$ cat src/rtl/dotprod_seq_pkg.sv
// Shared types for the dot-product job sequencer: FSM state encoding, datapath width
// and the operand-beat record handed to the multiply-add pipeline.
package dotprod_seq_pkg;

  localparam int DP_W = 32;

  typedef enum logic [1:0] {
    ST_IDLE  = 2'd0,
    ST_RUN   = 2'd1,
    ST_DRAIN = 2'd2,
    ST_DONE  = 2'd3
  } seq_state_e;

  typedef struct packed {
    logic [DP_W-1:0] a1;
    logic [DP_W-1:0] a2;
    logic [DP_W-1:0] b1;
    logic [DP_W-1:0] b2;
  } beat_t;

  function automatic beat_t beat_zero();
    beat_t w_z;
    w_z = {(4*DP_W){1'b0}};
    return w_z;
  endfunction

endpackage

$ cat src/rtl/dotprod_sequencer_if.sv
// Job, operand-stream, pipeline and result signals of the dot-product sequencer.
// Carries acc_ovf only when DOTPROD_SEQ_OVF_EN is defined.
interface dotprod_sequencer_if #(
  parameter int LEN_W = 16,
  parameter int ACC_W = 48
);
  import dotprod_seq_pkg::*;

  logic             start;
  logic [LEN_W-1:0] len;
  logic             busy;
  logic             s_valid;
  logic             s_ready;
  logic [DP_W-1:0]  s_a1;
  logic [DP_W-1:0]  s_a2;
  logic [DP_W-1:0]  s_b1;
  logic [DP_W-1:0]  s_b2;
  logic [DP_W-1:0]  pipe_a1;
  logic [DP_W-1:0]  pipe_a2;
  logic [DP_W-1:0]  pipe_b1;
  logic [DP_W-1:0]  pipe_b2;
  logic [DP_W-1:0]  pipe_c;
  logic             res_valid;
  logic             res_ready;
  logic [ACC_W-1:0] res_data;
`ifdef DOTPROD_SEQ_OVF_EN
  logic             acc_ovf;
`endif

  modport master (
    output start, len, s_valid, s_a1, s_a2, s_b1, s_b2, pipe_c, res_ready,
    input  busy, s_ready, pipe_a1, pipe_a2, pipe_b1, pipe_b2, res_valid, res_data
`ifdef DOTPROD_SEQ_OVF_EN
    , input acc_ovf
`endif
  );

  modport slave (
    input  start, len, s_valid, s_a1, s_a2, s_b1, s_b2, pipe_c, res_ready,
    output busy, s_ready, pipe_a1, pipe_a2, pipe_b1, pipe_b2, res_valid, res_data
`ifdef DOTPROD_SEQ_OVF_EN
    , output acc_ovf
`endif
  );

endinterface

$ cat src/rtl/dotprod_vld_track.sv
// Valid shift register mirroring the multiply-add pipeline depth; the tap marks
// cycles in which pipe_c carries a real lane sum.
module dotprod_vld_track #(
  parameter int PIPE_LAT = 2
) (
  input  logic clk,
  input  logic rst_n,
  input  logic i_vsr_in,
  output logic o_tap,
  output logic o_any_inflight
);

  logic [PIPE_LAT-1:0] r_vsr;
  logic [PIPE_LAT-1:0] w_vsr_nxt;

  // Next shift-register contents; any_inflight looks at the state after this edge.
  always_comb begin
    w_vsr_nxt = (r_vsr << 1'b1) | PIPE_LAT'(i_vsr_in);
  end

  // Shift register update.
  always_ff @(posedge clk or negedge rst_n) begin
    if (!rst_n) begin
      r_vsr <= {PIPE_LAT{1'b0}};
    end else begin
      r_vsr <= w_vsr_nxt;
    end
  end

  assign o_tap          = r_vsr[PIPE_LAT-1];
  assign o_any_inflight = |w_vsr_nxt;

endmodule

$ cat src/rtl/dotprod_sequencer.sv
// Job controller for the 2-lane multiply-add pipeline: streams LEN beats, accumulates
// valid pipeline outputs and returns the sum. Optional feature macro: DOTPROD_SEQ_OVF_EN.
module dotprod_sequencer
  import dotprod_seq_pkg::*;
#(
  parameter int PIPE_LAT = 2,
  parameter int LEN_W    = 16,
  parameter int ACC_W    = 48
) (
  input logic                clk,
  input logic                rst_n,
  dotprod_sequencer_if.slave io_bus
);

  seq_state_e       r_state;
  seq_state_e       w_state_nxt;
  logic [LEN_W-1:0] r_beats;
  logic             r_vsr_in;
  beat_t            r_pipe;
  logic [ACC_W-1:0] r_acc;
  logic [ACC_W-1:0] w_acc_nxt;
  logic             w_start;
  logic             w_s_ready;
  logic             w_accept;
  logic             w_tap;
  logic             w_any_inflight;
  beat_t            w_beat;

  assign w_start   = (r_state == ST_IDLE) && io_bus.start;
  assign w_s_ready = (r_state == ST_RUN) && (r_beats != {LEN_W{1'b0}});
  assign w_accept  = io_bus.s_valid && w_s_ready;

  assign w_beat.a1 = io_bus.s_a1;
  assign w_beat.a2 = io_bus.s_a2;
  assign w_beat.b1 = io_bus.s_b1;
  assign w_beat.b2 = io_bus.s_b2;

  dotprod_vld_track #(
    .PIPE_LAT(PIPE_LAT)
  ) u_vld_track (
    .clk           (clk),
    .rst_n         (rst_n),
    .i_vsr_in      (r_vsr_in),
    .o_tap         (w_tap),
    .o_any_inflight(w_any_inflight)
  );

  // Next-state logic of the job FSM.
  always_comb begin
    w_state_nxt = r_state;
    case (r_state)
      ST_IDLE: begin
        if (io_bus.start) begin
          w_state_nxt = (io_bus.len == {LEN_W{1'b0}}) ? ST_DONE : ST_RUN;
        end else begin
          w_state_nxt = ST_IDLE;
        end
      end
      ST_RUN: begin
        if (w_accept && (r_beats == {{(LEN_W-1){1'b0}}, 1'b1})) begin
          w_state_nxt = ST_DRAIN;
        end else begin
          w_state_nxt = ST_RUN;
        end
      end
      ST_DRAIN: begin
        if (!w_any_inflight) begin
          w_state_nxt = ST_DONE;
        end else begin
          w_state_nxt = ST_DRAIN;
        end
      end
      ST_DONE: begin
        if (io_bus.res_ready) begin
          w_state_nxt = ST_IDLE;
        end else begin
          w_state_nxt = ST_DONE;
        end
      end
      default: w_state_nxt = ST_IDLE;
    endcase
  end

  // FSM state register.
  always_ff @(posedge clk or negedge rst_n) begin
    if (!rst_n) begin
      r_state <= ST_IDLE;
    end else begin
      r_state <= w_state_nxt;
    end
  end

  // Remaining-beat counter, loaded from len when a job starts.
  always_ff @(posedge clk or negedge rst_n) begin
    if (!rst_n) begin
      r_beats <= {LEN_W{1'b0}};
    end else if (w_start) begin
      r_beats <= io_bus.len;
    end else if (w_accept) begin
      r_beats <= r_beats - {{(LEN_W-1){1'b0}}, 1'b1};
    end else begin
      r_beats <= r_beats;
    end
  end

  // Operand stage: a bubble drives zeros so the pipeline never sees stale operands.
  always_ff @(posedge clk or negedge rst_n) begin
    if (!rst_n) begin
      r_pipe   <= beat_zero();
      r_vsr_in <= 1'b0;
    end else if (w_accept) begin
      r_pipe   <= w_beat;
      r_vsr_in <= 1'b1;
    end else begin
      r_pipe   <= beat_zero();
      r_vsr_in <= 1'b0;
    end
  end

`ifdef DOTPROD_SEQ_OVF_EN
  logic w_carry;
  logic r_ovf;

  assign {w_carry, w_acc_nxt} = {1'b0, r_acc} + {1'b0, ACC_W'(io_bus.pipe_c)};

  // Sticky carry-out flag for the current job.
  always_ff @(posedge clk or negedge rst_n) begin
    if (!rst_n) begin
      r_ovf <= 1'b0;
    end else if (w_start) begin
      r_ovf <= 1'b0;
    end else if (w_tap) begin
      r_ovf <= r_ovf | w_carry;
    end else begin
      r_ovf <= r_ovf;
    end
  end

  assign io_bus.acc_ovf = r_ovf;
`else
  assign w_acc_nxt = r_acc + ACC_W'(io_bus.pipe_c);
`endif

  // Accumulator: pipe_c only contributes on cycles the valid tap marks.
  always_ff @(posedge clk or negedge rst_n) begin
    if (!rst_n) begin
      r_acc <= {ACC_W{1'b0}};
    end else if (w_start) begin
      r_acc <= {ACC_W{1'b0}};
    end else if (w_tap) begin
      r_acc <= w_acc_nxt;
    end else begin
      r_acc <= r_acc;
    end
  end

  assign io_bus.busy      = (r_state != ST_IDLE);
  assign io_bus.s_ready   = w_s_ready;
  assign io_bus.res_valid = (r_state == ST_DONE);
  assign io_bus.res_data  = r_acc;
  assign io_bus.pipe_a1   = r_pipe.a1;
  assign io_bus.pipe_a2   = r_pipe.a2;
  assign io_bus.pipe_b1   = r_pipe.b1;
  assign io_bus.pipe_b2   = r_pipe.b2;

endmodule

$ cat src/flat_wrapper.sv
// flat-port wrapper written by rule: the top's interface ports become plain ports
module dotprod_sequencer_flat import dotprod_seq_pkg::*;
#(
  parameter int PIPE_LAT = 2,
  parameter int LEN_W    = 16,
  parameter int ACC_W    = 48
)
  (clk, rst_n, io_bus_start, io_bus_len, io_bus_s_valid, io_bus_s_a1, io_bus_s_a2, io_bus_s_b1, io_bus_s_b2, io_bus_pipe_c, io_bus_res_ready, io_bus_busy, io_bus_s_ready, io_bus_pipe_a1, io_bus_pipe_a2, io_bus_pipe_b1, io_bus_pipe_b2, io_bus_res_valid, io_bus_res_data);
  dotprod_sequencer_if #(.LEN_W(LEN_W), .ACC_W(ACC_W)) io_bus_i ();
  input logic clk;
  input logic rst_n;
  input wire logic [$bits(io_bus_i.start)-1:0] io_bus_start;
  input wire logic [$bits(io_bus_i.len)-1:0] io_bus_len;
  input wire logic [$bits(io_bus_i.s_valid)-1:0] io_bus_s_valid;
  input wire logic [$bits(io_bus_i.s_a1)-1:0] io_bus_s_a1;
  input wire logic [$bits(io_bus_i.s_a2)-1:0] io_bus_s_a2;
  input wire logic [$bits(io_bus_i.s_b1)-1:0] io_bus_s_b1;
  input wire logic [$bits(io_bus_i.s_b2)-1:0] io_bus_s_b2;
  input wire logic [$bits(io_bus_i.pipe_c)-1:0] io_bus_pipe_c;
  input wire logic [$bits(io_bus_i.res_ready)-1:0] io_bus_res_ready;
  output wire logic [$bits(io_bus_i.busy)-1:0] io_bus_busy;
  output wire logic [$bits(io_bus_i.s_ready)-1:0] io_bus_s_ready;
  output wire logic [$bits(io_bus_i.pipe_a1)-1:0] io_bus_pipe_a1;
  output wire logic [$bits(io_bus_i.pipe_a2)-1:0] io_bus_pipe_a2;
  output wire logic [$bits(io_bus_i.pipe_b1)-1:0] io_bus_pipe_b1;
  output wire logic [$bits(io_bus_i.pipe_b2)-1:0] io_bus_pipe_b2;
  output wire logic [$bits(io_bus_i.res_valid)-1:0] io_bus_res_valid;
  output wire logic [$bits(io_bus_i.res_data)-1:0] io_bus_res_data;
  assign io_bus_i.start = io_bus_start;
  assign io_bus_i.len = io_bus_len;
  assign io_bus_i.s_valid = io_bus_s_valid;
  assign io_bus_i.s_a1 = io_bus_s_a1;
  assign io_bus_i.s_a2 = io_bus_s_a2;
  assign io_bus_i.s_b1 = io_bus_s_b1;
  assign io_bus_i.s_b2 = io_bus_s_b2;
  assign io_bus_i.pipe_c = io_bus_pipe_c;
  assign io_bus_i.res_ready = io_bus_res_ready;
  assign io_bus_busy = io_bus_i.busy;
  assign io_bus_s_ready = io_bus_i.s_ready;
  assign io_bus_pipe_a1 = io_bus_i.pipe_a1;
  assign io_bus_pipe_a2 = io_bus_i.pipe_a2;
  assign io_bus_pipe_b1 = io_bus_i.pipe_b1;
  assign io_bus_pipe_b2 = io_bus_i.pipe_b2;
  assign io_bus_res_valid = io_bus_i.res_valid;
  assign io_bus_res_data = io_bus_i.res_data;
  dotprod_sequencer #(.PIPE_LAT(PIPE_LAT), .LEN_W(LEN_W), .ACC_W(ACC_W)) u_core (.clk(clk), .rst_n(rst_n), .io_bus(io_bus_i));
endmodule
$ cat config.mk
export PLATFORM = sky130hd
export DESIGN_NAME = dotprod_sequencer_flat
export DESIGN_NICKNAME = d
export VERILOG_FILES = /design/src/rtl/dotprod_seq_pkg.sv /design/src/rtl/dotprod_sequencer_if.sv /design/src/rtl/dotprod_vld_track.sv /design/src/rtl/dotprod_sequencer.sv /design/src/flat_wrapper.sv
export SDC_FILE = /design/constraint.sdc
export NUM_CORES = 1
export LEC_CHECK = 0
export BUFFER_PORTS_ARGS = -buffer_cell sky130_fd_sc_hd__buf_2
export CAP_MARGIN = 20
export CORE_ASPECT_RATIO = 1.75
export CORE_MARGIN = 4
export CORE_UTILIZATION = 46
export CTS_BUF_LIST = sky130_fd_sc_hd__clkbuf_8
export CTS_CLUSTER_DIAMETER = 100
export DETAILED_ROUTE_END_ITERATION = 8
export PLACE_DENSITY = 0.79
export SYNTH_ARGS = -nofsm -noshare
export SYNTH_HDL_FRONTEND = slang
export SYNTH_HIERARCHICAL = 1
export SYNTH_SLANG_ARGS = --single-unit
$ cat constraint.sdc
create_clock -name clk -period 2.6 [get_ports clk]
set_input_delay 0.26 -clock clk [delete_from_list [all_inputs] [get_ports clk]]
set_output_delay 0.26 -clock clk [all_outputs]
set_load 0.005 [all_outputs]
==> run_results.csv, run 1 <==
group,metric,value,unit
route,post_drt_wl_per_cell,21.2,um
setup_path,r2r_slack,-0.03,ns
floorplanning,die_h,194,um
setup_path,critical-path-slowest-cell,"or3_1",
floorplanning,dieArea,0.0222,mm^2
power,power.share.clock,0.165,
floorplanning,die_w,114,um
global_route,antenna_found_initial,6,
setup_path,endpoint,"u_core/io_bus.res_data[22]",
setup_path,cp_cell_sequence,"ha_1, buf_4, a21oi_1, nand3b_1, o211ai_1, or3_1, buf_4, xor2_1, mux2i_1, nor2_1",
setup_path,critPathBufInv,2,
cells_and_area,multi_input_area,0.00418,mm^2
route,ant_nets,0,
setup_path,endpoint_kind,"register",
logic_synthesis,yosysTopAreaCell,"dfrtp_1",
run_status,status,"finished with violations",
logic_synthesis,syn-num-nets,1069,
power,seqPwrFrac,0.358,
logic_synthesis,synth-seq-area-share,0.542,
global_route,grt_first_pass_wirelength,49.7,mm
placement,dp_hpwl,22.4,mm
logic_synthesis,syn_inst,853,
cells_and_area,filler_cell_count,1436,
clock_network,numCtsBuffers,17,
timing,whs,0.0397,ns
timing,worstMarginPinSlew,0.960,ns
route,drt_iter0_markers,687,
timing,grt_setup_unrepaired,"yes",
run_status,violations,"negative setup slack",
power,power.density,856,mW/mm^2
setup_path,path_common_cell,"buf_4",
clock_network,clock_latency,0.47,ns
cells_and_area,regArea,0.00493,mm^2
cells_and_area,final_util,0.687,
setup_path,critPathMaxFanout,4,
power,max-vdd-ir-drop,589,uV
route,wl,34.2,mm
setup_path,max_stage_delay,0.47,ns
clock_network,clock_path_buffers,2,
setup_path,r2r-end,"u_core/io_bus.res_data[22]",
setup_path,cp_top_family,"simple AND/OR/NAND/NOR gates",
global_route,grt_max_degree,130,
setup_path,r2r_start,"u_core/io_bus.res_data[15]",
timing,fmax,380,MHz
timing,setup_violations,2,
logic_synthesis,synth_area_leaders,"dfrtp_1 (54%), and3_1 (9.2%), ha_1 (4.7%)",
logic_synthesis,yosysTopAreaCellShare,0.542,
setup_path,required,2.94,ns
logic_synthesis,synthArstFlopShare,1.00,
global_route,first_global_vias,9222,
timing,finalCritPeriodShare,1.01,
placement,preCtsSetupSlack,-0.0584,ns
timing,finalCriticalPeriod,2.63,ns
timing,slew_headroom,0.360,
logic_synthesis,yosys.cell_types.count,72,
placement,numPortBuffers,359,
logic_synthesis,ys_ff_latch,197,
logic_synthesis,syn_area_per_cell,10.7,um^2
setup_path,critPathKind,"register to register",
clock_network,root_buffer,"clkbuf_8",
clock_network,clock-sinks,197,
min_path,hp-class,"primary input to register",
global_route,grt_usage,0.288,
cells_and_area,drive_above_1_share,0.389,
power,comb_power_share,0.477,
global_route,grt.overflow.total,0,
placement,place_inst,1464,
setup_path,cp_num_cells,10,
timing,drv_slew,0,
route,route.detailed.drc,0,
placement,place_congestion,0.947,
power,switching_share,0.377,
setup_path,worstPathArrival,2.97,ns
clock_network,htree_levels,4,
route,via_count,8962,
power,leakagePower,7.09,nW
setup_path,startpoint,"u_core/io_bus.res_data[15]",
cells_and_area,fin_area,0.0132,mm^2
route,dr.pass1.iters,5,
job,cap_viol_max_count,0,
route,vias_per_cell,5.56,
logic_synthesis,yosysWarnings,6,
timing,hold_violations,0,
logic_synthesis,yosys_most_used_dff,"dfrtp_1",
clock_network,clk_pin_slew,0.10,ns
floorplanning,core_area,0.0193,mm^2
setup_path,start_kind,"register",
power,p_int,0.00706,W
cells_and_area,instances_no_fill,1612,
timing,worst_slack,-0.0294,ns
logic_synthesis,synth_edf_count,0,
floorplanning,ios,360,
floorplanning,initial_core_util,0.472,
clock_network,cts_tree,"yes",
timing,clock_skew,0.0136,ns
power,switchingPower,0.00427,W
cells_and_area,nNetsFinal,1570,
placement,dpl-instance-area,0.0115,mm^2
floorplanning,num_rows,67,
cells_and_area,area_growth,45.5,%
setup_path,reg2reg_depth,10,
logic_synthesis,synth_area,0.00910,mm^2
## sequential cells by signal, summed over array words and instances, names as in the netlist
signal,cells
u_core/io_bus.res_data,48
u_core/io_bus.pipe_a1,32
u_core/io_bus.pipe_a2,32
u_core/io_bus.pipe_b1,32
u_core/io_bus.pipe_b2,32
u_core/r_beats,16
u_core/r_state,2
u_core/u_vld_track/r_vsr,2
u_core/r_vsr_in,1
## worst register-to-register path, cell delays in order (launching register included)
cell and delay [ns]:
dfrtp_1 0.42, ha_1 0.31, buf_4 0.16, a21oi_1 0.33, nand3b_1 0.17, o211ai_1 0.15
or3_1 0.47, buf_4 0.16, xor2_1 0.14, mux2i_1 0.14, nor2_1 0.05
## cell usage in the layout (no fill, tap or decap), drive strengths merged, types with 4 or more instances in the layout
cell type    netlist  routed
a21o              12      12
a21oi             54      54
and2               8       8
and3             135     135
buf               10     437
clkbuf            39      23
clkinv             0       5
dfrtp            197     197
diode              0       5
dlygate4sd3        0      92
ha                34      34
inv               11      16
mux2i             21      21
nand2             57      57
nand2b             4       4
nand3             18      18
nand3b             8       8
nand4              9       9
nor2              59      59
nor2b              7       7
nor3              11      11
nor3b              4       4
nor4              10      10
o211ai             4       4
o21ai             42      42
o31ai              6       6
or3                6       6
or4                7       7
xnor2             17      17
xor2              23      23
## layout make-up
cell class,instances,share of cell area
Inverter,11,0.00312
Clock inverter,10,0.00538
Clock buffer,21,0.0218
Sequential cell,197,0.372
Timing Repair Buffer,531,0.258
Multi-Input combinational cell,596,0.315
Antenna cell,5,0.000945
Tap cell,241,0.0228
## timing repair
action,CTS,global route
pin swaps,4,29
hold buffers,92,0
hold endpoints to repair,168,0
endpoints found under the setup margin,19,30
gates cloned,0,3
setup buffers,2,15
gates resized for setup,10,45
## cells in the mapped netlist, drive strengths merged, types with 12 or more instances
master    n
a21o     12
a21oi    54
and3    135
clkbuf   39
dfrtp   197
ha       34
mux2i    21
nand2    57
nand3    18
nor2     59
o21ai    42
xnor2    17
xor2     23
## per-layer routing
| layer | GRT usage | vias to the layer above | share of wire |
|---|---|---|---|
| li1 | - | 4043 | - |
| met1 | 0.321 | 4343 | 0.36 |
| met2 | 0.497 | 479 | 0.52 |
| met3 | 0.0987 | 95 | 0.089 |
| met4 | 0.118 | 2 | 0.037 |
| met5 | 0 | - | 0.00038 |
## through the flow
step,setup TNS [ns],power (W)
4_1_cts,0,0.0107
5_1_grt,-1.62,0.0120
6_report,-0.0499,0.0113
2_1_floorplan,0,0.00676
3_5_place_dp,-0.336,0.00864
3_3_place_gp,-0.0343,0.00851
## cells by family (layout without fill, tap and decap cells)
logic type / count (synthesis) / in the layout / synth area share
AO/OA/AOI/OAI: 149 / 149 / 0.106
XOR/XNOR: 40 / 40 / 0.0385
adder cells (fa/ha/maj): 35 / 35 / 0.0489
buffers and inverters: 60 / 573 / 0.0289
flip-flops: 197 / 197 / 0.542
multiplexers: 21 / 21 / 0.0231
other: 0 / 5 / 0
AND/OR/NAND/NOR: 351 / 351 / 0.213
## worst min path at each step
stage / start / to / slack (ns) / cells past startpoint
after floorplan: rst_n / u_core/io_bus.pipe_a1[0] / -0.04 / 0
after global placement: rst_n / u_core/io_bus.res_data[2] / 0.34 / 1
after detailed placement: rst_n / u_core/io_bus.res_data[2] / 0.34 / 1
after CTS: io_bus_s_a1[1] / u_core/io_bus.pipe_a1[1] / 0.0006 / 2
after global routing: io_bus_s_b2[14] / u_core/io_bus.pipe_b2[14] / 0.002 / 2
final: io_bus_s_b2[0] / u_core/io_bus.pipe_b2[0] / 0.04 / 2
## power by group through the flow
stage               registers [W]  logic, W  clock network [W]
finish                    0.00405   0.00541            0.00187
global placement          0.00401   0.00449                  0
floorplan                 0.00403   0.00273                  0
global route              0.00412   0.00587            0.00203
CTS                       0.00400   0.00479            0.00190
detailed placement        0.00405   0.00459                  0
No activity file was read; power rests on OpenSTA's default activity.
==> run 2, diff against run 1 <==
--- a/config.mk
+++ b/config.mk
@@ -7,13 +7,15 @@
 export LEC_CHECK = 0
 export BUFFER_PORTS_ARGS = -buffer_cell sky130_fd_sc_hd__buf_2
 export CAP_MARGIN = 20
+export CELL_PAD_IN_SITES_DETAIL_PLACEMENT = 1
+export CELL_PAD_IN_SITES_GLOBAL_PLACEMENT = 1
 export CORE_ASPECT_RATIO = 1.75
-export CORE_MARGIN = 4
-export CORE_UTILIZATION = 46
+export CORE_UTILIZATION = 34
 export CTS_BUF_LIST = sky130_fd_sc_hd__clkbuf_8
 export CTS_CLUSTER_DIAMETER = 100
 export DETAILED_ROUTE_END_ITERATION = 8
-export PLACE_DENSITY = 0.79
+export PLACE_DENSITY_LB_ADDON = 0.1
+export SETUP_SLACK_MARGIN = 0.5
 export SYNTH_ARGS = -nofsm -noshare
 export SYNTH_HDL_FRONTEND = slang
 export SYNTH_HIERARCHICAL = 1
==> run_results.csv, run 2 (same netlist as run 1, synthesis figures left out) <==
group,metric,value,unit
run_status,status,"finished with violations",
run_status,violations,"negative setup slack",
floorplanning,dieArea,0.0275,mm^2
route,ant_nets,0,
route,met1Wirelength,14.5,mm
min_path,min-delay-start,"io_bus_res_ready",
timing,finalCriticalPeriod,2.65,ns
setup_path,reg2reg_depth,13,
route,route.detailed.drc,0,
timing,worst_slack,-0.0515,ns
timing,clock_skew,0.0249,ns
route,wl,44.0,mm
setup_path,max_stage_delay,0.42,ns
clock_network,root_buffer,"clkbuf_8",
setup_path,start_kind,"register",
timing,hold_violations,0,
setup_path,required,3.03,ns
setup_path,path_common_cell,"buf_6",
cells_and_area,nNetsFinal,1704,
placement,dp_hpwl,23.3,mm
timing,finalCritPeriodShare,1.02,
setup_path,cp_top_family,"compound AO/OA/AOI/OAI gates",
timing,fmax,377,MHz
setup_path,r2r_start,"u_core/io_bus.res_data[18]",
cells_and_area,final_common_cell,"buf_2",
clock_network,clock_path_buffers,2,
power,comb_power_share,0.541,
setup_path,critPathKind,"register to register",
power,p_int,0.00801,W
setup_path,critPathMaxFanout,7,
power,switching_share,0.391,
power,seqPwrFrac,0.309,
floorplanning,num_rows,78,
route,dr.pass1.iters,4,
clock_network,numCtsBuffers,17,
timing,grt_setup_unrepaired,"yes",
route,drt_iter0_markers,321,
route,vias_per_cell,5.29,
placement,place_congestion,0.795,
power,power.share.clock,0.150,
setup_path,r2r-end,"u_core/io_bus.res_data[33]",
timing,whs,0.0652,ns
global_route,grt_usage,0.277,
setup_path,startpoint,"u_core/io_bus.res_data[18]",
global_route,first_global_vias,10500,
global_route,antenna_found_initial,4,
timing,tns,-0.164,ns
floorplanning,core_area,0.0262,mm^2
route,via_count,9650,
cells_and_area,drive_above_1_share,0.496,
route,met2_wirelength,24.8,mm
power,leakagePower,7.95,nW
setup_path,worstPathArrival,3.08,ns
timing,drv_slew,0,
setup_path,endpoint_kind,"register",
power,power.density,832,mW/mm^2
placement,preCtsSetupSlack,-0.243,ns
cells_and_area,largest_register_ffs,48,
clock_network,cts_tree,"yes",
clock_network,clock_latency,0.52,ns
power,switchingPower,0.00515,W
floorplanning,initial_core_util,0.348,
global_route,grt.overflow.total,0,
timing,slew_headroom,0.145,
floorplanning,die_h,218,um
job,cap_viol_max_count,0,
setup_path,endpoint,"u_core/io_bus.res_data[33]",
setup_path,cp_cell_sequence,"ha_4, buf_6, nand4_1, nor2_2, a32oi_2, a311oi_2, buf_4, a21o_1, a21oi_4, buf_12, buf_6, or3_4, a21oi_2",
min_path,hp-class,"primary input to register",
setup_path,critical-path-slowest-cell,"dfrtp_1",
route,highest_layer,"met5",
power,max-vdd-ir-drop,467,uV
global_route,grt_first_pass_wirelength,57.6,mm
floorplanning,die_w,126,um
route,met3_length,2.08,mm
setup_path,r2r_slack,-0.05,ns
clock_network,htree_levels,4,
clock_network,clk_pin_slew,0.11,ns
timing,setup_violations,12,
setup_path,critPathBufInv,4,
floorplanning,ios,360,
timing,worstMarginPinSlew,1.28,ns
cells_and_area,area_growth,73.8,%
cells_and_area,final_cell_mix,"buf_2 (357), dfrtp_1 (196), dlygate4sd3_1 (143), buf_4 (101), and3_4 (75)",
min_path,min_path_cells,4,
setup_path,cp_num_cells,13,
route,post_drt_wl_per_cell,24.1,um
placement,numPortBuffers,359,
global_route,grt_max_degree,129,
clock_network,clock-sinks,197,
[run 2: through the flow]
step / cells / total power [W] / area (um^2) / util
after floorplan: 853 / 0.00688 / 9180 / -
after global placement: 1558 / 0.00885 / 11800 / 0.450
after detailed placement: 1558 / 0.00894 / 11800 / 0.450
after CTS: 1785 / 0.0123 / 14700 / 0.562
after global routing: 1823 / 0.0139 / 15800 / 0.605
final: 1823 / 0.0132 / 15800 / 0.605
[run 2: timing repair]
action                                  CTS  global route
gates cloned                              3            18
pin swaps                                53            79
resized for setup                       141           129
endpoints found under the hold margin   183             0
buffers inserted                         49            18
hold buffers                            143             0
endpoints found under the setup margin  186           175
[run 2: power by group through the flow]
stage / Combinational [W] / Sequential [W] / Clock, W
finish: 0.00713 / 0.00407 / 0.00197
global route: 0.00766 / 0.00413 / 0.00212
CTS: 0.00628 / 0.00402 / 0.00200
detailed placement: 0.00487 / 0.00407 / 0
global placement: 0.00481 / 0.00404 / 0
floorplan: 0.00284 / 0.00404 / 0
[run 2: worst min path at each step]
stage | endpoint
global placement | u_core/io_bus.res_data[2]
detailed placement | u_core/io_bus.res_data[2]
CTS | u_core/io_bus.pipe_a2[14]
floorplan | u_core/io_bus.pipe_a1[0]
global route | u_core/io_bus.pipe_a2[14]
finish | u_core/r_state[0]
[run 2: metal layers]
layer / up-vias / GRT usage
li1: 4314 / -
met1: 4831 / 0.265
met2: 356 / 0.545
met3: 145 / 0.0590
met4: 4 / 0.144
met5: - / 0
[run 2: tightest hold or removal path, cell delays in order]
cell and delay [ns]:
buf_2 0.09, nand2_1 0.06, nand3_2 0.07, o21ai_1 0.06
[run 2: area by class of cell]
| cell class | count | area [um^2] |
|---|---|---|
| Multi-Input combinational cell | 596 | 5030 |
| Fill cell | 2814 | 10300 |
| Clock buffer | 17 | 234 |
| Tap cell | 320 | 400 |
| Clock inverter | 15 | 130 |
| Sequential cell | 197 | 4930 |
| Inverter | 11 | 48.8 |
| Antenna cell | 2 | 5.00 |
| Timing Repair Buffer | 665 | 5040 |
